[src/rtl/mem_bus_arbiter.sv]
// Two-port arbiter sharing one single-port RAM between an instruction-fetch port
// and a data port. The data port wins by default; fetch is guaranteed service after STARVE_MAX data grants.
module mem_bus_arbiter #(
  parameter int AW         = 16,
  parameter int DW         = 32,
  parameter int STARVE_MAX = 3
) (
  input  logic          clk,
  input  logic          rst,
  input  logic          if_req,
  input  logic [AW-1:0] if_addr,
  output logic          if_gnt,
  output logic          if_valid,
  output logic [DW-1:0] if_rdata,
  input  logic          dm_req,
  input  logic          dm_we,
  input  logic [AW-1:0] dm_addr,
  input  logic [DW-1:0] dm_wdata,
  output logic          dm_gnt,
  output logic          dm_valid,
  output logic [DW-1:0] dm_rdata,
  output logic [AW-1:0] mem_addr,
  output logic [DW-1:0] mem_wdata,
  output logic          mem_rw,
  input  logic [DW-1:0] mem_rdata
);

  // state  | meaning
  // IDLE   | no RAM access this cycle, bus driven to zero
  // IF_ACC | fetch read in progress, if_gnt high
  // DM_ACC | data load/store in progress, dm_gnt high
  typedef enum logic [1:0] {IDLE, IF_ACC, DM_ACC} state_t;

  localparam int CW = (STARVE_MAX < 1) ? 1 : $clog2(STARVE_MAX + 1);
  localparam logic [CW-1:0] SMAX = CW'(STARVE_MAX);

  state_t        state;
  logic [CW-1:0] starve_cnt;
  logic          pick_dm;
  logic          pick_if;

  always_comb begin
    pick_dm = dm_req && (!if_req || (starve_cnt < SMAX));
    pick_if = if_req && (!dm_req || (starve_cnt >= SMAX));
  end

  always_ff @(posedge clk or negedge rst) begin
    if (!rst) begin
      state      <= IDLE;
      starve_cnt <= '0;
      if_gnt     <= 1'b0;
      dm_gnt     <= 1'b0;
      if_valid   <= 1'b0;
      dm_valid   <= 1'b0;
      if_rdata   <= '0;
      dm_rdata   <= '0;
      mem_addr   <= '0;
      mem_wdata  <= '0;
      mem_rw     <= 1'b0;
    end else begin
      // Completion of the access that ends at this edge
      if_valid <= (state == IF_ACC);
      dm_valid <= (state == DM_ACC);
      if (state == IF_ACC)
        if_rdata <= mem_rdata;
      if ((state == DM_ACC) && !mem_rw)
        dm_rdata <= mem_rdata;

      if (pick_dm) begin
        state     <= DM_ACC;
        if_gnt    <= 1'b0;
        dm_gnt    <= 1'b1;
        mem_addr  <= dm_addr;
        mem_wdata <= dm_wdata;
        mem_rw    <= dm_we;
        if (!if_req)
          starve_cnt <= '0;
        else if (starve_cnt < SMAX)
          starve_cnt <= starve_cnt + 1'b1;
      end else if (pick_if) begin
        state      <= IF_ACC;
        if_gnt     <= 1'b1;
        dm_gnt     <= 1'b0;
        mem_addr   <= if_addr;
        mem_wdata  <= '0;
        mem_rw     <= 1'b0;
        starve_cnt <= '0;
      end else begin
        state     <= IDLE;
        if_gnt    <= 1'b0;
        dm_gnt    <= 1'b0;
        mem_addr  <= '0;
        mem_wdata <= '0;
        mem_rw    <= 1'b0;
        if (!if_req)
          starve_cnt <= '0;
      end
    end
  end

endmodule

[config.mk]
export PLATFORM = sky130hd
export DESIGN_NAME = mem_bus_arbiter
export DESIGN_NICKNAME = d
export VERILOG_FILES = /design/src/rtl/mem_bus_arbiter.sv
export SDC_FILE = /design/constraint.sdc
export NUM_CORES = 1
export LEC_CHECK = 0
export ABC_AREA = 1
export CAP_MARGIN = 10
export CORE_MARGIN = 2
export CORE_UTILIZATION = 44
export CTS_CLUSTER_DIAMETER = 60
export DETAILED_ROUTE_END_ITERATION = 6
export PLACE_DENSITY = 0.83
export SLEW_MARGIN = 20
export SYNTH_ARGS = -nofsm -noshare
export SYNTH_HDL_FRONTEND = slang
export SYNTH_SLANG_ARGS = --single-unit
[constraint.sdc]
create_clock -name clk -period 2.2 [get_ports clk]
set_input_delay 0.22 -clock clk [delete_from_list [all_inputs] [get_ports clk]]
set_output_delay 0.22 -clock clk [all_outputs]
set_load 0.01 [all_outputs]
==> impl_metrics.tcl <==
set metrics [dict create \
    area.growth.synth_to_final_pct 61.3 \
    worst_ir_drop_vdd_mv 0.497 \
    slowest_delay_ns 0.63 \
    numPortBuffers 217 \
    ios 218 \
    die-area_um2 11300 \
    p_int_mw 4.99 \
    synth_top_area_cell "dfrtp_1" \
    core_area_um2 10200 \
    grt_max_degree 48 \
    worst_hold_startpoint "dm_wdata[3]" \
    yosysMostFrequentCell "nand2_1" \
    path_max_fanout 5 \
    htree_num_levels 4 \
    fill_cells 759 \
    maxSlewHeadroom_pct 59.0 \
    num_vias 4102 \
    wl_mm 13.3 \
    post-cts-setup-buffers 0 \
    min_to "mem_wdata[3]" \
    cts_resized 0 \
    fin_crit_ns 1.80 \
    synth_cells 471 \
    clk_path_buf_depth 2 \
    post_drt_wl_per_cell_um 15.9 \
    leakage_nw 3.64 \
    clk-insertion-delay-late_ns 0.51 \
    ys.flop_type "dfrtp_1" \
    cp_cell_sequence "clkdlybuf4s50_1" \
    reg2reg_from "mem_rw" \
    antenna_cells_inserted 0 \
    overflow 0 \
    worstSetupPathType "reg -> out" \
    fp.dieH_um 106 \
    async_reset_ff_share_pct 100 \
    gp_congestion 0.775 \
    clkPwrFrac_pct 42.7 \
    nets 789 \
    ys_warn_count 0 \
    yosysUniqueCellTypes 15 \
    yosysSeqAreaShare_pct 64.8 \
    status "completed" \
    critPathSlowestCell "clkdlybuf4s50_1" \
    end_kind "output pin" \
    core.rowCount 37 \
    cp_data_arrival_time_ns 1.58 \
    start_util_pct 44.9 \
    cts_tree "built" \
    worst_setup_path_start_kind "flop" \
    pwr-share-seq_pct 38.7 \
    ys_ff_latch 119 \
    cts-root-buf "clkbuf_8" \
    power_density_nw_per_um2 899 \
    power_mw 6.66 \
    die_w_um 106 \
    maxCapViolations 0 \
    drive_gt1_share_pct 6.72 \
    avgSynthCellArea_um2 9.75 \
    hold_viol 0 \
    fin_skew_ns 0.00966 \
    setup_tns_ns 0 \
    track_usage_pct 24.8 \
    p_sw_mw 1.67 \
    p_comb_share_pct 18.6 \
    synthesis.nets 573 \
    cts_buffers 17 \
    avgViaCountPerCell 4.91 \
    hold_path_depth 3 \
    worstMarginPinSlew_ns 0.615 \
    synth.cell_area_um2 4590 \
    rr_endpoint "dm_rdata[17]" \
    holdBufCountCts 1 \
    grt_pass1_wl_mm 21.4 \
    hpwl_mm 9.38 \
    ant_nets 0 \
    drtIter0Drc 182 \
    crit_family "buffers and inverters" \
    setup_viol 0 \
    hp-class "in -> reg" \
    max_clock_freq_ghz 0.554 \
    synth_top_cells_by_count "nand2_1, dfrtp_1, inv_1, nor2_1" \
    switching_share_pct 25.0 \
    r2r_setup_slack_ns 0.60 \
    crit_required_ns 1.98 \
    synthDominantCellAreaShare_pct 64.8 \
    grt_setup_unrepaired "false" \
    cts.sinks 119 \
    report.final.slew_viol_count 0 \
    drc 0 \
    clk_pin_slew_ns 0.06 \
    period_share_pct 82.0 \
    grt_antenna_before_repair 0 \
    grt_pass1_vias 4285 \
    reg2reg_depth 4 \
    crit_buf_inv 1 \
    synth-edff-count 0 \
    first_pass_iters 4 \
    synth_area_leaders "dfrtp_1, nand2_1, nand4_1" \
]
==> per-layer routing <==
layer  vias up  track usage, %  wire length [µm]
li1       1897               -                 -
met1      1968            27.6              4940
met2       215            42.4              6680
met3        22            10.4              1430
met4         0            9.02               259
met5         -               0                 0
==> per-stage QoR <==
step	std cells	cell area, µm²	hold slack, ns	util, %	setup WS, ns
after floorplan	471	4590	-0.0756	-	1.11
after global placement	803	6790	0.269	66.4	0.680
after detailed placement	803	6790	0.270	66.4	0.654
after CTS	835	7410	0.209	72.4	0.377
after global routing	835	7410	0.212	72.4	0.330
final	835	7410	0.227	72.4	0.396
==> state kept, by name, indices dropped and copies added (netlist names) <==
| register | count |
|---|---|
| mem_addr | 16 |
| dm_gnt | 1 |
| if_valid | 1 |
| if_rdata | 32 |
| starve_cnt | 2 |
| mem_wdata | 32 |
| dm_valid | 1 |
| state | 1 |
| mem_rw | 1 |
| dm_rdata | 32 |
==> logic make-up after synthesis <==
group / synth area share, %
flip-flops: 64.8
AND/OR/NAND/NOR: 26.7
adder cells (fa/ha/maj): 0.272
buffers and inverters: 8.20
==> power by group through the flow <==
| stage | combinational [mW] | clock [mW] | sequential, mW |
|---|---|---|---|
| 5_1_grt | 1.35 | 2.98 | 2.60 |
| 4_1_cts | 1.26 | 2.87 | 2.58 |
| 3_3_place_gp | 1.21 | 0 | 2.60 |
| 2_1_floorplan | 0.306 | 0 | 2.71 |
| 3_5_place_dp | 1.24 | 0 | 2.61 |
| 6_report | 1.24 | 2.84 | 2.58 |
==> how the worst max path moves through the flow <==
stage | from | to | slack [ns] | depth (start not counted)
after global placement | dm_req | state[0] | 0.68 | 4
after detailed placement | dm_req | state[0] | 0.65 | 4
final | dm_gnt | dm_gnt | 0.40 | 1
after floorplan | starve_cnt[0] | mem_addr[12] | 1.11 | 6
after global routing | dm_gnt | dm_gnt | 0.33 | 1
after CTS | dm_gnt | dm_gnt | 0.38 | 1
==> layout make-up <==
cell class / instances / area [µm²] / area share [%]
clock buffers: 19 / 432 / 5.83
clock inverters: 12 / 178 / 2.40
inverters: 40 / 155 / 2.09
multi-input cells: 284 / 1240 / 16.7
flip-flops and latches: 119 / 2980 / 40.2
well taps: 136 / 170 / 2.30
repair buffers: 225 / 2260 / 30.5
==> layout by cell type (no fill, tap or decap), drive strengths merged <==
master         instances
buf                    8
clkdlybuf4s50        216
ha                     1
dlygate4sd3            1
dfrtp                119
nand2                181
nand3                 33
clkinvlp               4
nor2                  36
nor3                   1
clkinv                 4
nand4                 32
clkbuf                19
inv                   40
bufinv                 4
(Power assumes the default switching activity.)
